<file path="src/rtl/ds18b20_poll_sequencer_if.sv">
// ds18b20_poll_sequencer_if: request/done handshake to the byte-level 1-wire engine
`timescale 1ns/1ps
interface ds18b20_poll_sequencer_if;
    logic       op_req;
    logic [1:0] op_code;
    logic [7:0] op_wdata;
    logic       op_done;
    logic       op_presence;
    logic [7:0] op_rdata;
    modport master(output op_req, op_code, op_wdata, input op_done, op_presence, op_rdata);
    modport slave(input op_req, op_code, op_wdata, output op_done, op_presence, op_rdata);
endinterface

</file>
<file path="src/rtl/ds18b20_poll_sequencer.sv">
// ds18b20_poll_sequencer: round-robin convert/read scheduler for DS18B20 sensors on one 1-wire bus
`timescale 1ns/1ps
module ds18b20_poll_sequencer #(
    parameter int NUM_DEV       = 4,
    parameter int DEV_W         = 3,
    parameter int CONV_WAIT_US  = 750000,
    parameter int OP_TIMEOUT_US = 10000
) (
    input  logic                   clk,
    input  logic                   rst_n,
    input  logic                   f1m,
    input  logic                   enable,
    ds18b20_poll_sequencer_if.master bus,
    output logic [DEV_W-1:0]       device,
    output logic [2:0]             addr_idx,
    input  logic [7:0]             addr_byte,
    output logic [15:0]            temp_data,
    output logic [DEV_W-1:0]       temp_dev,
    output logic                   temp_valid,
    output logic                   crc_err,
    output logic                   no_presence,
    output logic                   bus_fault
);
    localparam int CW = $clog2((CONV_WAIT_US > OP_TIMEOUT_US ? CONV_WAIT_US : OP_TIMEOUT_US) + 1);

    typedef enum logic [3:0] {
        IDLE, RST1, MROM1, ADDR1, CONV, WAIT, RST2, MROM2, ADDR2, RDCMD, RDATA, REPORT, NEXT
    } state_t;

    state_t state, state_n;
    logic busy, busy_n, req_n, tv_n, ce_n, np_n, bf_n, is_op;
    logic [1:0] code_n;
    logic [7:0] wdata_n, crc, crc_n, lsb, lsb_n, msb, msb_n;
    logic [CW-1:0] cnt, cnt_n;
    logic [3:0] rcnt, rcnt_n;
    logic [DEV_W-1:0] dev_n, tdev_n;
    logic [2:0] idx_n;
    logic [15:0] tdata_n;

    function automatic logic [7:0] crc8(input logic [7:0] c, input logic [7:0] d);
        logic [7:0] x;
        x = c ^ d;
        for (int i = 0; i < 8; i++) x = x[0] ? ((x >> 1) ^ 8'h8C) : (x >> 1);
        return x;
    endfunction

    assign is_op = state inside {RST1, MROM1, ADDR1, CONV, RST2, MROM2, ADDR2, RDCMD, RDATA};

    // Next-state and output decode; an op state issues one request, then waits for done or timeout
    always_comb begin
        state_n = state;
        busy_n  = busy;
        req_n   = 1'b0;
        code_n  = bus.op_code;
        wdata_n = bus.op_wdata;
        cnt_n   = cnt;
        rcnt_n  = rcnt;
        crc_n   = crc;
        lsb_n   = lsb;
        msb_n   = msb;
        dev_n   = device;
        idx_n   = addr_idx;
        tdata_n = temp_data;
        tdev_n  = temp_dev;
        tv_n    = 1'b0;
        ce_n    = 1'b0;
        np_n    = 1'b0;
        bf_n    = 1'b0;
        if (is_op && !busy) begin
            req_n   = 1'b1;
            busy_n  = 1'b1;
            cnt_n   = '0;
            code_n  = (state == RST1 || state == RST2) ? 2'b00 : (state == RDATA) ? 2'b10 : 2'b01;
            wdata_n = (state == MROM1 || state == MROM2) ? 8'h55 :
                      (state == CONV) ? 8'h44 :
                      (state == RDCMD) ? 8'hBE :
                      (state == ADDR1 || state == ADDR2) ? addr_byte : bus.op_wdata;
        end else if (busy && bus.op_done) begin
            busy_n = 1'b0;
            cnt_n  = '0;
            case (state)
                RST1, RST2: begin
                    if (bus.op_presence) state_n = (state == RST1) ? MROM1 : MROM2;
                    else begin
                        np_n    = 1'b1;
                        state_n = NEXT;
                    end
                end
                MROM1: state_n = ADDR1;
                MROM2: state_n = ADDR2;
                ADDR1, ADDR2: begin
                    idx_n = addr_idx + 1'b1;
                    if (addr_idx == 3'd7) state_n = (state == ADDR1) ? CONV : RDCMD;
                end
                CONV: state_n = WAIT;
                RDCMD: begin
                    state_n = RDATA;
                    rcnt_n  = '0;
                    crc_n   = '0;
                end
                RDATA: begin
                    crc_n  = crc8(crc, bus.op_rdata);
                    rcnt_n = rcnt + 1'b1;
                    if (rcnt == 4'd0) lsb_n = bus.op_rdata;
                    if (rcnt == 4'd1) msb_n = bus.op_rdata;
                    if (rcnt == 4'd8) state_n = REPORT;
                end
                default: ;
            endcase
        end else if (busy && f1m) begin
            if (cnt == CW'(OP_TIMEOUT_US - 1)) begin
                bf_n    = 1'b1;
                busy_n  = 1'b0;
                idx_n   = '0;
                state_n = NEXT;
            end else cnt_n = cnt + 1'b1;
        end else begin
            case (state)
                IDLE: if (enable) state_n = RST1;
                WAIT: begin
                    if (f1m) begin
                        cnt_n   = (cnt == CW'(CONV_WAIT_US - 1)) ? '0 : cnt + 1'b1;
                        state_n = (cnt == CW'(CONV_WAIT_US - 1)) ? RST2 : WAIT;
                    end
                end
                REPORT: begin
                    state_n = NEXT;
                    tv_n    = (crc == 8'h00);
                    ce_n    = (crc != 8'h00);
                    tdata_n = (crc == 8'h00) ? {msb, lsb} : temp_data;
                    tdev_n  = (crc == 8'h00) ? device : temp_dev;
                end
                NEXT: begin
                    dev_n   = (device == DEV_W'(NUM_DEV - 1)) ? '0 : device + 1'b1;
                    state_n = IDLE;
                end
                default: ;
            endcase
        end
    end

    // State, handshake and result registers
    always_ff @(posedge clk or negedge rst_n) begin
        if (!rst_n) begin
            state        <= IDLE;
            busy         <= 1'b0;
            bus.op_req   <= 1'b0;
            bus.op_code  <= 2'b00;
            bus.op_wdata <= 8'h00;
            cnt          <= '0;
            rcnt         <= '0;
            crc          <= '0;
            lsb          <= '0;
            msb          <= '0;
            device       <= '0;
            addr_idx     <= '0;
            temp_data    <= '0;
            temp_dev     <= '0;
            temp_valid   <= 1'b0;
            crc_err      <= 1'b0;
            no_presence  <= 1'b0;
            bus_fault    <= 1'b0;
        end else begin
            state        <= state_n;
            busy         <= busy_n;
            bus.op_req   <= req_n;
            bus.op_code  <= code_n;
            bus.op_wdata <= wdata_n;
            cnt          <= cnt_n;
            rcnt         <= rcnt_n;
            crc          <= crc_n;
            lsb          <= lsb_n;
            msb          <= msb_n;
            device       <= dev_n;
            addr_idx     <= idx_n;
            temp_data    <= tdata_n;
            temp_dev     <= tdev_n;
            temp_valid   <= tv_n;
            crc_err      <= ce_n;
            no_presence  <= np_n;
            bus_fault    <= bf_n;
        end
    end
endmodule

</file>
<file path="src/flat_wrapper.sv">
// flat-port wrapper written by rule: the top's interface ports become plain ports
module ds18b20_poll_sequencer_flat 
#(
    parameter int NUM_DEV       = 4,
    parameter int DEV_W         = 3,
    parameter int CONV_WAIT_US  = 750000,
    parameter int OP_TIMEOUT_US = 10000
)
  (clk, rst_n, f1m, enable, device, addr_idx, addr_byte, temp_data, temp_dev, temp_valid, crc_err, no_presence, bus_fault, bus_op_req, bus_op_code, bus_op_wdata, bus_op_done, bus_op_presence, bus_op_rdata);
  ds18b20_poll_sequencer_if bus_i ();
  input  logic clk;
  input  logic rst_n;
  input  logic f1m;
  input  logic enable;
  output logic [DEV_W-1:0] device;
  output logic [2:0] addr_idx;
  input  logic [7:0] addr_byte;
  output logic [15:0] temp_data;
  output logic [DEV_W-1:0] temp_dev;
  output logic temp_valid;
  output logic crc_err;
  output logic no_presence;
  output logic bus_fault;
  output wire logic [$bits(bus_i.op_req)-1:0] bus_op_req;
  output wire logic [$bits(bus_i.op_code)-1:0] bus_op_code;
  output wire logic [$bits(bus_i.op_wdata)-1:0] bus_op_wdata;
  input wire logic [$bits(bus_i.op_done)-1:0] bus_op_done;
  input wire logic [$bits(bus_i.op_presence)-1:0] bus_op_presence;
  input wire logic [$bits(bus_i.op_rdata)-1:0] bus_op_rdata;
  assign bus_op_req = bus_i.op_req;
  assign bus_op_code = bus_i.op_code;
  assign bus_op_wdata = bus_i.op_wdata;
  assign bus_i.op_done = bus_op_done;
  assign bus_i.op_presence = bus_op_presence;
  assign bus_i.op_rdata = bus_op_rdata;
  ds18b20_poll_sequencer #(.NUM_DEV(NUM_DEV), .DEV_W(DEV_W), .CONV_WAIT_US(CONV_WAIT_US), .OP_TIMEOUT_US(OP_TIMEOUT_US)) u_core (.clk(clk), .rst_n(rst_n), .f1m(f1m), .enable(enable), .bus(bus_i), .device(device), .addr_idx(addr_idx), .addr_byte(addr_byte), .temp_data(temp_data), .temp_dev(temp_dev), .temp_valid(temp_valid), .crc_err(crc_err), .no_presence(no_presence), .bus_fault(bus_fault));
endmodule
</file>
<file path="config.mk">
export PLATFORM = sky130hd
export DESIGN_NAME = ds18b20_poll_sequencer_flat
export DESIGN_NICKNAME = d
export VERILOG_FILES = /design/src/rtl/ds18b20_poll_sequencer_if.sv /design/src/rtl/ds18b20_poll_sequencer.sv /design/src/flat_wrapper.sv
export SDC_FILE = /design/constraint.sdc
export NUM_CORES = 1
export LEC_CHECK = 0
export ABC_AREA = 0
export CORE_ASPECT_RATIO = 1.5
export CORE_UTILIZATION = 50
export DETAILED_ROUTE_END_ITERATION = 10
export GPL_ROUTABILITY_DRIVEN = 0
export GPL_TIMING_DRIVEN = 1
export PLACE_DENSITY = 0.72
export RECOVER_POWER = 100
export SETUP_SLACK_MARGIN = 0.02
export SLEW_MARGIN = 20
export SYNTH_ARGS = -nofsm -noshare
export SYNTH_HDL_FRONTEND = slang
export SYNTH_SLANG_ARGS = --single-unit
</file>
<file path="constraint.sdc">
create_clock -name clk -period 4.3 [get_ports clk]
set_input_delay 1.075 -clock clk [delete_from_list [all_inputs] [get_ports clk]]
set_output_delay 1.075 -clock clk [all_outputs]
set_load 0.02 [all_outputs]
</file>
== Word-level counts from Yosys, hierarchy flattened ==
Cells that the tools add are included.

* Add/subtract/negate cells: 4
* Eq/ne operators: 26
* Mux-type cells: 62
* Bitwise operators: 12
* Reduce and logical (&&, ||, !) cells: 33

{| class="wikitable"
|+ Operator list
! cell !! number
|-
| 2-to-1 mux 20 bit || 7
|-
| 2-to-1 mux 8 bit || 12
|-
| 2-to-1 mux 4 bit || 9
|-
| case mux 4 bit (7 select lines) || 1
|-
| equality test 4 bit (second input constant) || 6
|-
| inverter 2 -> 3 bit || 8
|-
| 2-to-1 mux 1 bit || 21
|-
| adder 20 x 1 -> 20 bit (second input constant) || 1
|-
| equality test 20 x 14 -> 1 bit (second input constant) || 1
|-
| equality test 20 bit (second input constant) || 1
|-
| 2-to-1 mux 3 bit || 6
|-
| equality test 4 x 3 -> 1 bit (second input constant) || 4
|-
| case mux 4 bit (4 select lines) || 1
|-
| case mux 8 bit (2 select lines) || 1
|-
| AND reduction 4 bit || 4
|-
| != test 4 x 2 -> 1 bit (second input constant) || 3
|-
| nonzero test 4 bit || 3
|-
| nonzero test 9 bit || 1
|-
| equality test 4 x 1 -> 1 bit (second input constant) || 2
|-
| equality test 4 x 2 -> 1 bit (second input constant) || 2
|-
| zero test 4 bit || 2
|-
| zero test 8 bit || 1
|-
| != test 8 x 3 -> 1 bit (second input constant) || 1
|-
| case mux 4 bit (2 select lines) || 1
|-
| other kinds (22) || 38
|}

* Flip-flop bits (word level): 93
* Bits of input ports: 22
* Output and inout bits: 40
* Word-level logic and storage cells: 155

== Longest topological paths before layout ==
* Word-level depth: 18
* Depth in mapped cells: 8
* Mapped depth without buffers: 6

== Worst setup path after synthesis ==
Ideal clock, no wire load.

* Path kind: input to register
* From: input enable
* To: register u_core.state[0]
* Arrival: 2.370 ns
* Data required time: 4.175 ns
* Slack: 1.805 ns
* Cell stages on the path: 5
* Buffers on the path: 0
* Path through: or3_1 -> a2111oi_1 -> a211oi_2 -> o2111ai_4 -> mux2_4

* Longest elaborated chain between the ends: 2

{| class="wikitable"
|+ Ends and longest elaborated chain
! element !! RTL line !! source
|-
| from (decl) || flat_wrapper.sv:14 || <nowiki>input logic enable;</nowiki>
|-
| != test 4 x 2 -> 1 bit (no line) || - ||
|-
| AND reduction 8 bit (no line) || - ||
|-
| to (signal assigned) || ds18b20_poll_sequencer.sv:164 || <nowiki>state <= state_n;</nowiki>
|-
| to (decl) || ds18b20_poll_sequencer.sv:30 || <nowiki>state_t state, state_n;</nowiki>
|}

No other way between the ends.
A chain may end at the register's enable or synchronous reset.

== Worst setup path after layout ==
* From: input bus_op_done
* To: register u_core.state[0]

* Longest elaborated chain between the ends: 3
* Elaborated cells on any way between the ends: 10

{| class="wikitable"
|+ Ends and longest elaborated chain
! element !! RTL line !! source
|-
| from (decl) || flat_wrapper.sv:27 || <nowiki>input wire logic [$bits(bus_i.op_done)-1:0] bus_op_done;</nowiki>
|-
| logical AND 1 bit (*) || ds18b20_poll_sequencer.sv:78 || <nowiki>end else if (busy && bus.op_done) begin</nowiki>
|-
| != test 8 x 3 -> 1 bit (no line) (tied with other cells) || - ||
|-
| AND reduction 8 bit (no line) || - ||
|}

Every way passes the cells marked *; elsewhere a longest branch is shown, timed or not.

==> results.sh <==
export IMPL_status="finished with violations"
export IMPL_violations="max-capacitance violations, max-slew violations"
export IMPL_routed_wl_um=12350
export IMPL_crit_buf_inv=1
export IMPL_fin_skew_ns=0.007199
export IMPL_period_needed_ns=3.374
export IMPL_maxSlewHeadroom_pct=-8.328
export IMPL_finalCoreUtilization_pct=60.60
export IMPL_core_area_um2=10250
export IMPL_end_kind="register"
export IMPL_viasPerCell=5.971
export IMPL_drive_above_1_share_pct=7.356
export IMPL_report_final_hold_viol_count=0
export IMPL_crit_chain="dlygate4sd3_1 > nand2_1 > nor3_1 > a211oi_1 > o2111ai_1 > mux2_4"
export IMPL_crit_path_top_delay_cell="nor3_1"
export IMPL_synth_area_mux_share_pct=11.21
export IMPL_syn_instance_count=520
export IMPL_cts_path_max_buffers=2
export IMPL_drv_cap=1
export IMPL_start_util_pct=52.17
export IMPL_grt_use_total_pct=24.34
export IMPL_die_area_um2=11120
export IMPL_rsz0062_at_grt="false"
export IMPL_fin_cells=712
export IMPL_port_buffers=61
export IMPL_hp_class="register to register"
export IMPL_synth_xor_area_share_pct=4.657
export IMPL_worst_path_max_fanout=12
export IMPL_cts_tree="yes"
export IMPL_die_h_um=128.6
export IMPL_total_leakage_power_nw=2.814
export IMPL_syn_avg_cell_area_um2=10.28
export IMPL_ant_nets=0
export IMPL_yosys_area_top_type="dfrtp_1"
export IMPL_total_power_mw=1.778
export IMPL_nets=596
export IMPL_setup_viol=0
export IMPL_wl_per_cell_um=17.35
export IMPL_worstHoldPathCells=1
export IMPL_die_w_um=86.43
export IMPL_cts_sinks=93
export IMPL_io_pins=62
export IMPL_yosys_area_share_simple_pct=17.11
export IMPL_synth_top_area_share_pct=43.53
export IMPL_synthAdderAreaFrac_pct=1.638
export IMPL_start_kind="primary input"
export IMPL_antenna_found_initial=0
export IMPL_yosysWarnings=0
export IMPL_clkLatencyLatePin_ns=0.35
export IMPL_netlist_top_cells_area="dfrtp_1 44%, mux2_1 8.4%, nand3_1 2.7%, nand2_1 2.7%, a21oi_1 2.6%"
export IMPL_slew_viol_final=29
export IMPL_grt_pass1_vias=4146
export IMPL_synth_seq_area_share_pct=43.53
export IMPL_dr_pass1_iters=5
export IMPL_drc=0
export IMPL_numCtsBuffers=9
export IMPL_cts_hold_buf=0
export IMPL_ys_flop_type="dfrtp_1"
export IMPL_diodes=0
export IMPL_synth_async_reset_ratio_pct=100.0
export IMPL_mostFrequentLayoutCell="dfrtp_1"
export IMPL_fill_cells=881
export IMPL_cts_setup_buffers=0
export IMPL_worstMarginPinSlew_ns=1.625
export IMPL_clock_root_buffer="clkbuf_16"
export IMPL_power_density_nw_per_um2=286.3
export IMPL_ys_types=80
export IMPL_cp_required_ns=4.53
export IMPL_fmax_ghz=0.2964
export IMPL_grt_overflow=0
export IMPL_final_cell_mix="93 x dfrtp_1, 42 x dlygate4sd3_1, 40 x mux2_1"
export IMPL_rows=45
export IMPL_synth_compound_area_share_pct=16.85
export IMPL_cpLargestDelayFamily="simple AND/OR/NAND/NOR gates"
export IMPL_htree_levels=3
export IMPL_irDropWorstVdd_mv=0.2169
export IMPL_via_count=4251
export IMPL_grt_pass1_wl_um=21070
export IMPL_dp_cells=697
export IMPL_synth_fp_nets=549
export IMPL_ys_ff_latch=93
export IMPL_period_share_pct=78.47
export IMPL_grt_max_degree=42
export IMPL_synth_area_um2=5346
export IMPL_path_depth=6
export IMPL_fin_tns_setup_ns=0
export IMPL_cts_resized=0
export IMPL_drt_initial_drc_count=284
export IMPL_synth_top_family_by_area="simple AND/OR/NAND/NOR gates"
export IMPL_critPathArrivalTime_ns=3.61
export IMPL_critPathMaxStageDelay_ns=0.76
export IMPL_critPathKind="primary input to register"
export IMPL_synth_edf_count=0
export IMPL_dp_hpwl_um=8891
export IMPL_clkTransAtPathRegs_ns=0.06
export IMPL_area_growth_pct=16.15
export IMPL_r2r_cells=5
layer usage:
layer  wire length (um)  GRT usage [%]  up-vias
li1                   -              -     2000
met2               6388          42.44      175
met3                593          2.886       32
met1               4932          29.45     2044
met5                  0              0        -
met4                440          12.35        0
state kept, by name, indices dropped and copies added, names as in the netlist, 2 cells and up:
name,count
u_core.msb,8
u_core.bus.op_code,2
u_core.state,4
u_core.bus.op_wdata,8
u_core.rcnt,4
u_core.temp_dev,3
u_core.crc,8
u_core.device,3
u_core.temp_data,16
u_core.addr_idx,3
u_core.lsb,8
u_core.cnt,20
per-stage QoR:
| stage | cell area [um^2] | hold slack [ns] | setup slack, ns |
|---|---|---|---|
| 6_report | 6210 | 0.4813 | 0.9259 |
| 2_1_floorplan | 5346 | 0.4541 | 1.805 |
| 4_1_cts | 6279 | 0.4856 | 1.153 |
| 3_3_place_gp | 5979 | 0.4690 | 0.8842 |
| 5_1_grt | 6210 | 0.4982 | 0.6946 |
| 3_5_place_dp | 5979 | 0.4712 | 0.8007 |
worst paths after layout:
path	start	to	slack, ns
min in group asynchronous	rst_n	u_core.temp_data[2]$_DFFE_PN0P_	1.13
max in group asynchronous	rst_n	u_core.crc[1]$_DFFE_PN0P_	1.19
min	u_core.lsb[1]$_DFFE_PN0P_	u_core.temp_data[1]$_DFFE_PN0P_	0.48
max reg2reg	u_core.state[1]$_DFFE_PN0P_	u_core.cnt[5]$_DFFE_PN0P_	1.08
min reg2reg	u_core.lsb[1]$_DFFE_PN0P_	u_core.temp_data[1]$_DFFE_PN0P_	0.48
max	bus_op_done	u_core.state[0]$_DFFE_PN0P_	0.93
power breakdown:
part	internal, mW	switching [mW]
clock	0.465	0.345
combinational	0.0390	0.0508
sequential	0.877	0.00102
worst register-to-register path, stage by stage (launching register included):
cell and delay [ns]:
dfrtp_1 0.87, inv_1 0.44, o221ai_1 0.88, o21ai_4 0.34, a211oi_1 0.38, mux2i_1 0.23
cell type report:
| type | count | area, um^2 | share of cell area, % |
|---|---|---|---|
| multi-input cells | 376 | 2696 | 43.42 |
| flip-flops and latches | 93 | 2327 | 37.48 |
| repair buffers | 66 | 631.9 | 10.18 |
| clock buffers | 10 | 239.0 | 3.848 |
| well taps | 141 | 176.4 | 2.841 |
| inverters | 21 | 78.83 | 1.269 |
| clock inverters | 5 | 60.06 | 0.9672 |
cell usage after synthesis, types with 4 or more instances:
master,number
dfrtp_1,93
mux2_1,40
nand2_1,38
nand3_1,29
a21oi_1,28
nor2_1,23
o21ai_0,22
inv_1,20
buf_2,16
o211ai_1,15
xnor2_1,14
mux2i_1,10
xor2_1,10
nor3_1,9
nand3b_1,8
nand4_1,8
ha_1,7
nor4_1,7
a211o_1,6
a211oi_1,6
clkbuf_1,6
o21ai_1,6
a22o_1,5
nand2b_1,4
nor2b_1,4
o21a_1,4
or2_1,4
or3_1,4
cells by family after synthesis:
kind of cell,after synthesis
xor gates and xnor gates,26
and+or+nand+nor,165
adders and majority gates,7
DFF,93
AOI/OAI and AO/OA,124
buffers and inverters,51
muxes,54
(Power assumes the default switching activity.)
